**config.mk**
```make
export PLATFORM = sky130hd
export DESIGN_NAME = frame_builder_scheduler
export DESIGN_NICKNAME = d
export VERILOG_FILES = /design/src/rtl/frame_sched_pkg.sv /design/src/rtl/frame_req_arbiter.sv /design/src/rtl/frame_builder_scheduler.sv
export SDC_FILE = /design/constraint.sdc
export NUM_CORES = 1
export LEC_CHECK = 0
export CORE_MARGIN = 2
export CORE_UTILIZATION = 47
export DETAILED_ROUTE_END_ITERATION = 7
export GPL_ROUTABILITY_DRIVEN = 0
export GPL_TIMING_DRIVEN = 1
export PLACE_DENSITY = 0.9
export SLEW_MARGIN = 30
export SYNTH_ARGS = -nofsm -noshare
export SYNTH_HDL_FRONTEND = slang
export SYNTH_SLANG_ARGS = --single-unit
export TNS_END_PERCENT = 10
```
**constraint.sdc**
```tcl
create_clock -name clk -period 5.6 [get_ports clk]
set_clock_uncertainty 0.15 [all_clocks]
set_input_delay 1.12 -clock clk [delete_from_list [all_inputs] [get_ports clk]]
set_output_delay 1.12 -clock clk [all_outputs]
set_load 0.05 [all_outputs]
```
**src/rtl/frame_sched_pkg.sv**
```systemverilog
// frame_sched_pkg: shared constants and types for the frame builder scheduler
package frame_sched_pkg;
  localparam logic [7:0] CMD_RD_RESP  = 8'hA1;
  localparam logic [7:0] CMD_WR_RESP  = 8'hA2;
  localparam logic [7:0] CMD_ERR_RESP = 8'hAE;
  localparam logic [3:0] LEN_RD  = 4'd12;
  localparam logic [3:0] LEN_WR  = 4'd8;
  localparam logic [3:0] LEN_ERR = 4'd4;
  typedef enum logic [1:0] {ST_IDLE, ST_LAUNCH, ST_WAIT, ST_GAP} state_t;
  typedef enum logic [1:0] {REQ_NONE, REQ_ERR, REQ_RD, REQ_WR} req_id_t;
endpackage

```
**src/rtl/frame_req_arbiter.sv**
```systemverilog
// frame_req_arbiter: error-first grant with read/write round-robin pointer
module frame_req_arbiter
  import frame_sched_pkg::*;
(
  input  logic    clk,
  input  logic    reset,
  input  logic    en,
  input  logic    err_valid,
  input  logic    rd_valid,
  input  logic    wr_valid,
  output req_id_t gnt
);
  logic prefer_wr;
  always_comb
    gnt = !en ? REQ_NONE :
          err_valid ? REQ_ERR :
          (rd_valid && wr_valid) ? (prefer_wr ? REQ_WR : REQ_RD) :
          rd_valid ? REQ_RD :
          wr_valid ? REQ_WR : REQ_NONE;
  always_ff @(posedge clk)
    if (reset) prefer_wr <= 1'b0;
    else if (gnt == REQ_RD || gnt == REQ_WR) prefer_wr <= !prefer_wr;
endmodule

```
**src/rtl/frame_builder_scheduler.sv**
```systemverilog
// frame_builder_scheduler: arbitrates response requests onto one frame builder
module frame_builder_scheduler
  import frame_sched_pkg::*;
#(
  parameter int GAP_CYCLES     = 2,
  parameter int TIMEOUT_CYCLES = 1024,
  parameter int CNT_W          = 16
) (
  input  logic             clk,
  input  logic             reset,
  input  logic             err_req_valid,
  output logic             err_req_ready,
  input  logic [7:0]       err_req_status,
  input  logic             rd_req_valid,
  output logic             rd_req_ready,
  input  logic [31:0]      rd_req_addr,
  input  logic [31:0]      rd_req_data,
  input  logic             wr_req_valid,
  output logic             wr_req_ready,
  input  logic [31:0]      wr_req_addr,
  output logic [7:0]       fb_cmd,
  output logic [31:0]      fb_addr,
  output logic [31:0]      fb_data,
  output logic [7:0]       fb_error_status,
  output logic             fb_start_frame,
  input  logic             fb_tx_fifo_write,
  input  logic             tx_fifo_full,
  output logic             busy,
  output logic             timeout_err,
  output logic             unexpected_write,
  output logic [CNT_W-1:0] frame_count,
  output logic [CNT_W-1:0] timeout_count
);
  localparam int WD_W = $clog2(TIMEOUT_CYCLES + 1);
  localparam int GW   = GAP_CYCLES > 0 ? $clog2(GAP_CYCLES + 1) : 1;
  state_t          state, post;
  req_id_t         gnt;
  logic [3:0]      byte_cnt, exp_len;
  logic [WD_W-1:0] wd_cnt;
  logic [GW-1:0]   gap_cnt;
  logic            in_frame, done, expire;
  frame_req_arbiter u_arb (
    .clk(clk), .reset(reset), .en(state == ST_IDLE),
    .err_valid(err_req_valid), .rd_valid(rd_req_valid), .wr_valid(wr_req_valid),
    .gnt(gnt)
  );
  assign err_req_ready = gnt == REQ_ERR;
  assign rd_req_ready  = gnt == REQ_RD;
  assign wr_req_ready  = gnt == REQ_WR;
  assign busy     = state != ST_IDLE;
  assign post     = GAP_CYCLES == 0 ? ST_IDLE : ST_GAP;
  assign in_frame = state == ST_LAUNCH || state == ST_WAIT;
  assign done     = in_frame && fb_tx_fifo_write && byte_cnt + 4'd1 == exp_len;
  // a full FIFO holds the watchdog at zero, so backpressure can never abort a frame
  assign expire   = state == ST_WAIT && !fb_tx_fifo_write && !tx_fifo_full &&
                    wd_cnt == WD_W'(TIMEOUT_CYCLES - 1);
  always_ff @(posedge clk) begin
    if (reset) begin
      state <= ST_IDLE;
      fb_cmd <= '0;
      fb_addr <= '0;
      fb_data <= '0;
      fb_error_status <= '0;
      fb_start_frame <= 1'b0;
      timeout_err <= 1'b0;
      unexpected_write <= 1'b0;
      frame_count <= '0;
      timeout_count <= '0;
      byte_cnt <= '0;
      exp_len <= '0;
      wd_cnt <= '0;
      gap_cnt <= '0;
    end else begin
      fb_start_frame <= 1'b0;
      timeout_err <= 1'b0;
      unexpected_write <= fb_tx_fifo_write && (state == ST_IDLE || state == ST_GAP);
      case (state)
        ST_IDLE: if (gnt != REQ_NONE) begin
          state <= ST_LAUNCH;
          fb_start_frame <= 1'b1;
          byte_cnt <= '0;
          wd_cnt <= '0;
          fb_cmd <= gnt == REQ_ERR ? CMD_ERR_RESP : gnt == REQ_RD ? CMD_RD_RESP : CMD_WR_RESP;
          fb_addr <= gnt == REQ_RD ? rd_req_addr : gnt == REQ_WR ? wr_req_addr : '0;
          fb_data <= gnt == REQ_RD ? rd_req_data : '0;
          fb_error_status <= gnt == REQ_ERR ? err_req_status : '0;
          exp_len <= gnt == REQ_ERR ? LEN_ERR : gnt == REQ_RD ? LEN_RD : LEN_WR;
        end
        ST_LAUNCH, ST_WAIT: begin
          state <= done || expire ? post : ST_WAIT;
          byte_cnt <= byte_cnt + 4'(fb_tx_fifo_write);
          wd_cnt <= fb_tx_fifo_write || tx_fifo_full || state == ST_LAUNCH ? '0 : wd_cnt + 1'b1;
          gap_cnt <= '0;
          if (done) frame_count <= frame_count + 1'b1;
          timeout_err <= !done && expire;
          if (!done && expire && !(&timeout_count)) timeout_count <= timeout_count + 1'b1;
        end
        ST_GAP: begin
          gap_cnt <= gap_cnt + 1'b1;
          if (gap_cnt == GW'(GAP_CYCLES - 1)) state <= ST_IDLE;
        end
        default: state <= ST_IDLE;
      endcase
    end
  end
endmodule

```
==> results.ini, run 1 <==
[status]
outcome=completed

[floorplanning]
start_util_pct=48.05
rows=40
dieArea_mm2=0.01313
die_x_um=114.6
die_h_um=114.6
core_mm2=0.01196
io_pins=230

[worst_hold_path]
worstHoldStart=fb_error_status[1]
min_path_cells=2
min_to=fb_error_status[1]
hp-class=reg2reg

[clock_network]
clk_latency_ns=0.41
cts.sink_count=133
post_cts_buffers=0
cts_tree=built
cts_hold_buffers=0
post_cts_resized=0
cts_buffer_depth=2
htree_levels=4
cts_buffers=17
cts.clk_slew.worst_paths_ns=0.06
clockRootBuffer=clkbuf_16

[timing]
setup_tns_ns=0
tightest_slew_ns=0.8753
final.min_clock_period_ns=4.622
rsz0062_at_grt=no
fin_crit_sh_pct=82.54
finalSetupViolCount=0
setup_slack_ns=0.9778
maxSlewViolCount=0
fin_hold_ws_ns=0.2988
slew_headroom_pct=41.49
clock.fmax_mhz=216.3
finalHoldViolations=0

[critical_path]
critPathMaxFanout=10
cp_data_arrival_time_ns=3.35
reg2reg_from=state[0]
reg2reg_setup_slack_ns=1.72
startpoint_type=primary input
reg2reg_depth=11
required_ns=4.33
critPathTopFamily=buffers and inverters
crit_type=in2out
worst_path_largest_cell_delay_ns=0.70
cpMaxStageDelayCell=clkdlybuf4s50_1
crit_top_cell=clkdlybuf4s50_1
crit_chain=clkdlybuf4s50_1 > a21boi_0 > o21ai_0 > inv_1 > ha_1 > buf_4 > clkdlybuf4s50_1
end_kind=output pin
critPathBufInv=4
r2r_end=wd_cnt[6]

[layout]
nNetsFinal=1040
final_cell_area_mm2=0.008647
area_growth_pct=50.44
utilization_pct=72.29
layout.cells.non_filler=1072
antenna_cells=0
drive_gt1_share_pct=4.973

[logic_synthesis]
postSynth.asyncResetShare_pct=0
avgSynthCellArea_um2=8.062
synth-edff-count=0
synth_cells=713
synthDistinctLibCells=46
yosys_register_bits=133
yosys_warnings=0
yosysTopAreaCell=dfxtp_1
synth.cell_area_mm2=0.005748
yosysTopAreaCellShare_pct=46.32
synth.area.top_cells=dfxtp_1, a21oi_1, nand2_1
ys_seq_area_share_pct=46.32
synthFlopType=dfxtp_1

[placement]
post_dp_cell_area_mm2=0.008078
port_buffers=227
post-place-ws_ns=0.9699
place_inst=1042
dp_hpwl_um=11520

[grt]
grt_max_degree=76
grt_pass1_wl_um=26210
grt_usage_pct=24.86
grt_pass1_vias=5422
antenna_found_initial=0
globalRouteOverflowTotal=0

[route]
post_drt_wl_per_cell_um=15.80
wl_um=16940
num_vias=5851
drc=0
postRouteAntennaNets=0
dr.pass1.iters=5
drt-initial-drc-count=411
viasPerCell=5.458

[power]
power_density_mw_per_mm2=387.1
irDropWorstVdd_uv=274.9
p_total_mw=3.347
p_leak_nw=3.070

[flow_run]
cap_violations=0

==> worst min-delay path, delay by kind of cell (launching register included) <==
kind | cells | cell delay (ns)
AO/OA/AOI/OAI | 1 | 0.05
flip-flops | 1 | 0.30
AND/OR/NAND/NOR | 1 | 0.05
==> flip-flops by register name, indices dropped and copies added (netlist names) <==
register and count:
byte_cnt 4, exp_len 2, fb_addr 32, fb_cmd 4
fb_data 32, fb_error_status 8, fb_start_frame 1, frame_count 16
gap_cnt 2, state 2, timeout_count 16, timeout_err 1
u_arb.prefer_wr 1, unexpected_write 1, wd_cnt 11
==> final cells by class <==
class                           count  area, um2
Timing Repair Buffer              234       2335
Inverter                           17      63.81
Fill cell                         870       3314
Tap cell                          147      183.9
Multi-Input combinational cell    511       2833
Sequential cell                   133       2663
Clock inverter                      4      70.07
Clock buffer                       26      499.2
==> report_power, final <==
| group | switching [mW] | internal [mW] | total, mW |
|---|---|---|---|
| clock | 0.378 | 0.696 | 1.07 |
| sequential | 0.0516 | 1.04 | 1.09 |
| combinational | 0.815 | 0.366 | 1.18 |
| total | 1.24 | 2.10 | 3.35 |
==> cell families (layout without fill, tap and decap cells) <==
| family | after synthesis | after routing | synth area share [%] |
|---|---|---|---|
| AO/OA/AOI/OAI | 159 | 159 | 14.89 |
| AND/OR/NAND/NOR | 306 | 306 | 25.99 |
| flip-flops | 133 | 133 | 46.32 |
| multiplexers | 6 | 6 | 1.110 |
| XOR/XNOR | 23 | 23 | 3.505 |
| adder cells (fa/ha/maj) | 15 | 15 | 3.265 |
| other | 1 | 2 | 0.06524 |
| buffers and inverters | 70 | 281 | 4.854 |
==> how the worst max path moves through the flow <==
stage	start	endpoint	cells past startpoint
6_report	rd_req_valid	err_req_ready	7
5_1_grt	rd_req_valid	err_req_ready	7
4_1_cts	rd_req_valid	err_req_ready	7
3_5_place_dp	rd_req_valid	err_req_ready	7
3_3_place_gp	rd_req_valid	err_req_ready	7
2_1_floorplan	wr_req_valid	rd_req_ready	3
==> cell usage after synthesis (all sizes together), types with 2 or more instances <==
cell type and instances:
o31ai 3, o21ai 46, a21oi 93, nor3b 4
a31o 2, mux2 3, and2 2, and3 35
mux2i 3, buf 9, xor2 4, o21ba 2
a21boi 3, a32oi 3, nor2b 5, nand2 97
and4 4, or4 3, a211oi 2, nor3 7
nor2 56, xnor2 19, or3 11, nand3 55
dfxtp 133, clkbuf 44, nor4 10, nand4 8
nor4b 5, inv 17, ha 15
==> per-layer routing <==
metal  part of all wire, %  global-route usage [%]  vias up
met3                   8.5                   7.253       28
li1                      -                       -     2873
met2                    50                   43.63      225
met5                     0                       0        -
met4                   1.9                   9.512        0
met1                    40                   28.46     2725
==> cell usage in the layout (no fill, tap or decap), types with 2 or more instances in the layout <==
master and instances:
clkdlybuf4s50_1 226, dfxtp_1 133, nand2_1 97, a21oi_1 93, nor2_1 55, nand3_1 55, o21ai_0 45, and3_1 35
xnor2_1 19, inv_1 17, clkbuf_16 17, ha_1 14, or3_1 11, nor4_1 10, nand4_1 8, nor3_1 7
buf_4 7, nor2b_1 5, clkbuf_1 5, nor4b_1 4, xor2_1 4, and4_1 4, nor3b_1 4, clkbuf_8 4
a21boi_0 3, a32oi_1 3, o31ai_1 3, mux2_2 3, a211oi_1 2, and2_1 2, mux2i_1 2, or4_1 2
o21ba_2 2, conb_1 2, bufinv_16 2, clkinv_2 2
Note: power is estimated with default switching activity, not from simulation.
==> inputs of run 2 (changes only) <==
--- a/config.mk
+++ b/config.mk
@@ -6,11 +6,11 @@
 export NUM_CORES = 1
 export LEC_CHECK = 0
 export CORE_MARGIN = 2
-export CORE_UTILIZATION = 47
+export CORE_UTILIZATION = 39
 export DETAILED_ROUTE_END_ITERATION = 7
 export GPL_ROUTABILITY_DRIVEN = 0
 export GPL_TIMING_DRIVEN = 1
-export PLACE_DENSITY = 0.9
+export PLACE_DENSITY = 0.8
 export SLEW_MARGIN = 30
 export SYNTH_ARGS = -nofsm -noshare
 export SYNTH_HDL_FRONTEND = slang
==> constraint.sdc (replaced) <==
create_clock -name clk -period 4.1 [get_ports clk]
set_clock_uncertainty 0.15 [all_clocks]
set_input_delay 0.82 -clock clk [delete_from_list [all_inputs] [get_ports clk]]
set_output_delay 0.82 -clock clk [all_outputs]
set_load 0.05 [all_outputs]
==> results.ini, run 2 (synthesis results as in run 1) <==
[timing]
maxSlewViolCount=0
setup_tns_ns=0
slew_headroom_pct=46.07
rsz0062_at_grt=no
final.min_clock_period_ns=3.508
clock.fmax_mhz=285.1
finalSetupViolCount=0
fin_crit_sh_pct=85.55
finalHoldViolations=0
tightest_slew_ns=0.7977

[clock_network]
cts_hold_buffers=0
cts.sink_count=133
cts_buffers=17
clk_latency_ns=0.41
clockRootBuffer=clkbuf_16
cts_buffer_depth=2
htree_levels=4
cts.clk_slew.worst_paths_ns=0.05
post_cts_buffers=0
post_cts_resized=0
cts_tree=built

[critical_path]
cp_data_arrival_time_ns=2.54
critPathMaxFanout=10
crit_chain=clkdlybuf4s50_1 > a21boi_0 > o21ai_0 > inv_1 > ha_1 > buf_12
critPathTopFamily=buffers and inverters
cp.depth=6
crit_type=in2out
required_ns=3.13
worst_path_largest_cell_delay_ns=0.49
reg2reg_depth=14
critPathBufInv=3
end_kind=output pin
startpoint_type=primary input
cpMaxStageDelayCell=clkdlybuf4s50_1

[grt]
globalRouteOverflowTotal=0
antenna_found_initial=0
grt_pass1_vias=5272
grt_pass1_wl_um=26900
grt_max_degree=76
grt_usage_pct=20.82

[power]
p_leak_nw=3.141
p_total_mw=4.700
power_density_mw_per_mm2=534.1
irDropWorstVdd_uv=340.0

[floorplanning]
dieArea_mm2=0.01573
io_pins=230
rows=44
die_x_um=125.4
start_util_pct=39.70
die_h_um=125.4
core_mm2=0.01448

[layout]
drive_gt1_share_pct=6.009
layout.cells.non_filler=1116
nNetsFinal=1048
final_cell_area_mm2=0.008801
area_growth_pct=53.11
antenna_cells=0
utilization_pct=60.78
layout_common_cells=clkdlybuf4s50_1, dfxtp_1, nand2_1, a21oi_1
top_regs=fb_addr (32), fb_data (32)
final_common_cell=clkdlybuf4s50_1

[flow_run]
cap_violations=0

[route]
wl_um=16580
drc=0
dr.pass1.iters=4
post_drt_wl_per_cell_um=14.86
viasPerCell=5.083
drt-initial-drc-count=318
postRouteAntennaNets=0
num_vias=5673

[placement]
dp_hpwl_um=11130
place_inst=1087
post_dp_cell_area_mm2=0.008210
port_buffers=227

[status]
outcome=completed

[worst_hold_path]
hp-class=reg2reg
min_path_cells=2

[run 2: changes by cell type in the layout (fill, tap and decap cells not counted)]
cell             previous run  this run
buf_12                      1         4
bufinv_16                   2         3
mux2i_1                     2         3
clkdlybuf4s50_1           226       223
clkinv_2                    2         1
mux2i_2                     1         0
clkbuf_1                    5         4
buf_4                       7        15
[run 2: stage by stage]
step	setup slack [ns]	hold slack, ns
2_1_floorplan	0.7513	0.3070
3_3_place_gp	0.4953	0.2871
3_5_place_dp	0.4631	0.2923
4_1_cts	0.5701	0.3000
5_1_grt	0.3970	0.3166
6_report	0.5924	0.2976
[run 2: layer usage]
layer	part of all wire [%]	vias to the layer above	global-route usage (%)
met4	1.8	0	6.471
li1	-	2876	-
met3	6.1	25	5.905
met2	48	193	34.97
met1	44	2579	25.94
met5	0	-	0
[run 2: area by class of cell]
class                           instances  area [um2]
Sequential cell                       133        2663
Fill cell                            1246        5678
Tap cell                              184       230.2
Inverter                               17       63.81
Multi-Input combinational cell        511        2829
Timing Repair Buffer                  242        2425
Clock buffer                           25       495.5
Clock inverter                          4       95.09
[run 2: final timing paths]
check                startpoint                 end  slack (ns)
min reg2reg  fb_error_status[2]  fb_error_status[2]        0.30
min          fb_error_status[2]  fb_error_status[2]        0.30
max                rd_req_valid       err_req_ready        0.59
max reg2reg            state[0]           wd_cnt[9]        0.82
[run 2: power breakdown]
group,leakage (nW),switching [mW],internal (mW)
Sequential,1.08,0.0682,1.42
Clock,0.289,0.527,1.01
Combinational,1.78,1.12,0.553
[run 2: worst register-to-register path, delay by kind of cell (launching register included)]
| family | cells | cell delay, ns |
|---|---|---|
| fa+ha+maj | 2 | 0.40 |
| xor+xnor | 1 | 0.17 |
| simple gates | 5 | 1.26 |
| flops | 1 | 0.34 |
| buf+inv | 6 | 0.83 |
==> inputs of run 3 (changes only) <==
--- a/config.mk
+++ b/config.mk
@@ -5,12 +5,14 @@
 export SDC_FILE = /design/constraint.sdc
 export NUM_CORES = 1
 export LEC_CHECK = 0
+export CELL_PAD_IN_SITES_DETAIL_PLACEMENT = 1
+export CELL_PAD_IN_SITES_GLOBAL_PLACEMENT = 1
 export CORE_MARGIN = 2
-export CORE_UTILIZATION = 39
+export CORE_UTILIZATION = 28
 export DETAILED_ROUTE_END_ITERATION = 7
 export GPL_ROUTABILITY_DRIVEN = 0
 export GPL_TIMING_DRIVEN = 1
-export PLACE_DENSITY = 0.8
+export PLACE_DENSITY = 0.81
 export SLEW_MARGIN = 30
 export SYNTH_ARGS = -nofsm -noshare
 export SYNTH_HDL_FRONTEND = slang
==> results.ini, run 3 (synthesis results as in run 1) <==
[floorplanning]
core_mm2=0.02017
rows=52
start_util_pct=28.50
dieArea_mm2=0.02169
die_h_um=147.3
die_x_um=147.3
io_pins=230

[critical_path]
critPathCapture=err_req_ready
crit_chain=clkdlybuf4s50_1 > a21boi_0 > o21ai_0 > inv_1 > ha_1 > buf_12
reg2reg_depth=11
reg2reg_from=state[0]
crit_type=in2out
cpMaxStageDelayCell=clkdlybuf4s50_1
cp_data_arrival_time_ns=2.65
end_kind=output pin
crit_path_start=rd_req_valid
critPathMaxFanout=10
startpoint_type=primary input
r2r_end=wd_cnt[6]
required_ns=3.13
reg2reg_setup_slack_ns=0.89
worst_path_largest_cell_delay_ns=0.48

[layout]
top_regs=fb_addr (32), fb_data (32)
nNetsFinal=1047
nFillCells=2379
layout_common_cells=clkdlybuf4s50_1, dfxtp_1, nand2_1, a21oi_1
multi_input_area_mm2=0.002829
drive_gt1_share_pct=6.424
final_common_cell=clkdlybuf4s50_1
regArea_mm2=0.002663
area_growth_pct=56.90
antenna_cells=0
final_cell_area_mm2=0.009019

[route]
post_drt_wl_per_cell_um=16.39
wl_um=19730
postRouteAntennaNets=0
num_vias=5860
dr.pass1.iters=4
drc=0
viasPerCell=4.867
drt-initial-drc-count=169

[grt]
grt_pass1_vias=6073
grt_usage_pct=18.26
globalRouteOverflowTotal=0
grt_pass1_wl_um=31850
antenna_found_initial=0
grt_max_degree=76

[worst_hold_path]
hp-class=reg2reg

[timing]
slew_headroom_pct=45.75
finalHoldViolations=0
maxSlewViolCount=0
fin_crit_sh_pct=88.37
rsz0062_at_grt=no
clock.fmax_mhz=276.0
finalSetupViolCount=0
tightest_slew_ns=0.8025
final.min_clock_period_ns=3.623
setup_tns_ns=0

[clock_network]
cts_buffers=17
clk_latency_ns=0.42
cts.clk_slew.worst_paths_ns=0.06
clockRootBuffer=clkbuf_16
htree_levels=4
cts_buffer_depth=2
cts_tree=built
cts.sink_count=133
cts_hold_buffers=0
post_cts_buffers=0
post_cts_resized=0

[flow_run]
cap_violations=0

[power]
p_leak_nw=3.182
irDropWorstVdd_uv=316.6
power_density_mw_per_mm2=556.9

[placement]
port_buffers=227
post_dp_cell_area_mm2=0.008335
dp_hpwl_um=13740

[status]
outcome=completed

-- run 3: worst min path at each step --
| stage | start | to | cells past startpoint |
|---|---|---|---|
| after floorplan | gap_cnt[1] | gap_cnt[1] | 2 |
| after global placement | fb_data[28] | fb_data[28] | 2 |
| after detailed placement | fb_data[19] | fb_data[19] | 2 |
| after CTS | fb_data[19] | fb_data[19] | 2 |
| after global routing | fb_data[19] | fb_data[19] | 2 |
| final | fb_data[28] | fb_data[28] | 2 |
-- run 3: routing by layer --
layer | track usage [%] | share of wire [%] | vias to the layer above
li1 | - | - | 2876
met1 | 21.87 | 43 | 2812
met2 | 31.29 | 49 | 152
met3 | 5.621 | 6.4 | 20
met4 | 5.817 | 1.5 | 0
met5 | 0 | 0 | -
-- run 3: where the power goes --
group          switching, mW  internal, mW
registers             0.0731          1.42
clock network          0.588          1.18
logic                   1.18         0.586
-- run 3: stage by stage --
step	worst slack [ns]	hold slack (ns)	util, %	power, mW	std cells
finish	0.4769	0.2993	44.71	5.022	1204
global route	0.3341	0.3177	44.71	5.285	1204
CTS	0.4808	0.3051	44.71	5.097	1204
detailed placement	0.3484	0.2964	41.33	3.298	1172
global placement	0.3861	0.2876	41.33	3.276	1172
floorplan	0.7513	0.3070	-	2.582	714
-- run 3: worst max-delay path, delay by kind of cell --
family,cells,cell delay (ns)
buf+inv,3,0.85
fa+ha+maj,1,0.41
compound gates,2,0.56
-- run 3: cell type report --
cell class | instances | share of cell area (%)
inverter | 17 | 0.7075
clock buffer | 21 | 5.105
tap | 270 | 3.746
timing repair buffer | 241 | 27.08
clock inverter | 11 | 2.469
sequential | 133 | 29.52
multi-input combinational | 511 | 31.37
==> RTL edit, RTL diff (settings of run 1) <==
Change the parameter `CNT_W` from 16 to 32.
--- a/src/rtl/frame_builder_scheduler.sv
+++ b/src/rtl/frame_builder_scheduler.sv
@@ -6,3 +6,3 @@
   parameter int TIMEOUT_CYCLES = 1024,
-  parameter int CNT_W          = 16
+  parameter int CNT_W          = 32
 ) (
Ports: changed (resized frame_count and timeout_count); port bits go from 230 to 262. No check against the original RTL was run, so the function may have changed too.
==> RTL edit against run 1 <==
Sequential cell count is 32 higher; sequential share of layout area is 1.5 points higher; routed wire length is 26% higher; cell area is 18% higher; area after synthesis is 20% higher; die area is 19% higher; total power is 7.3% higher; setup slack better by 0.089 ns; non-clock buffer count is 32 higher; critical path type unchanged.
==> RTL edit: results (changes against run 1) <==
stage;metric;value;unit;change
placement;pre-CTS setup slack;1.07;ns;+0.0979 ns
global_routing;vias in the first global route;6590;;+22%
timing;WHS;0.304;ns;+0.00476 ns
finish;clk tree area frac;5.46;%;-1.1 points
finish;multi-input combinational cell count;489;;-4.3%
min_path;sink of the worst hold path;fb_cmd[0]$_SDFFE_PP0P_;;
setup_path;Setup crit end;rd_req_ready;;
setup_path;Reg2Reg Depth;13;;+2
global_routing;met3 GRT Util;7.92;%;+0.66 points
finish;layout cell share with drive strength beyond 1;5.08;%;+0.11 points
finish;fraction of area in registers;32.3;%;+1.5 points
global_routing;largest net degree at the start of global routing;71;;-6.6%
power;Sw Share;36.0;%;-1.1 points
global_routing;met1 Use GR;32.1;%;+3.6 points
global_routing;met2 GRT Util;44.8;%;+1.2 points
route;WL/cell;17.8;um;+13%
finish;CLK BUF;18;;-31%
power;Max VDD drop;0.276;mV;+0.33%
setup_path;Data arrival, critical path;3.26;ns;-0.09 ns
finish;Layout Cells excl Fill;1192;;+11%
synth;Synth top cells by count;dfxtp_1 (165), a21oi_1 (51), inv_1 (51);;
power;NetSw;1.29;mW;+4.0%
setup_path;CP peak stage delay;0.87;ns;+0.17 ns
synth;Post-Syn Instances;748;;+4.9%
route;metal2 WL;10.6;mm;+25%
synth;mux cell area share after synthesis;1.29;%;+0.18 points
placement;DP Wirelength;15.5;mm;+34%
synth;Synth Area in XOR/XNOR;3.17;%;-0.34 points
finish;fraction of area in multi-input gates;31.8;%;-0.96 points
route;WL met1;8.41;mm;+25%
synth;top post-synthesis cells by area;dfxtp_1 (48%), a22o_1 (5.1%), a222oi_1 (4.9%);;
setup_path;critical-path maximum fanout;4;;-6
finish;n_diodes;5;;+5
global_routing;Total GRT Usage;26.8;%;+2.0 points
placement;Cells after DPL;1155;;+11%
synth;Post-Synth Adder-Cell Area;2.72;%;-0.55 points
placement;Port Buffers;259;;+14%
setup_path;reg2reg setup slack;1.68;ns;-0.04 ns
finish;nets@finish;1116;;+7.3%
route;vias;6811;;+16%
status;status;complete, no violations;;
min_path;Worst Hold Depth;1;;-1
power;P_leak;3.76;nW;+23%
finish;Non-clock buffers, area share;26.2;%;-0.80 points
timing;Slew headroom;46.2;%;+4.7 points
setup_path;RR Endpoint;fb_addr[13]$_SDFFE_PP0P_;;
global_routing;initial antenna violation count;5;;+5
power;combinational share of power;31.9;%;-3.4 points
finish;sequential cells;165;;+24%
## RTL edit: cell count changes after synthesis, sizes merged, moves of 26 or more
cell,change
a222oi,+34
nand3,-36
nand2,-57
a22o,+40
or3,+26
a21oi,-42
dfxtp,+32
and3,-31
inv,+34
## RTL edit: worst max-delay path: cells and delay by family
family	cells	cell delay, ns
buffers and inverters	2	1.35
adders and majority gates	1	0.32
AOI/OAI and AO/OA	2	0.47
## RTL edit: stage by stage
| step | cell area, um2 | utilization (%) |
|---|---|---|
| after CTS | 10200 | 70.8 |
| after floorplan | 6910 | - |
| after global placement | 9600 | 66.6 |
| after detailed placement | 9660 | 67.0 |
| after global routing | 10200 | 70.9 |
| final | 10200 | 70.9 |
## RTL edit: cell families after synthesis
family                   Yosys count
other                              1
AO/OA/AOI/OAI                    194
buffers and inverters             95
adder cells (fa/ha/maj)           15
XOR/XNOR                          25
flip-flops                       165
multiplexers                       8
AND/OR/NAND/NOR                  245
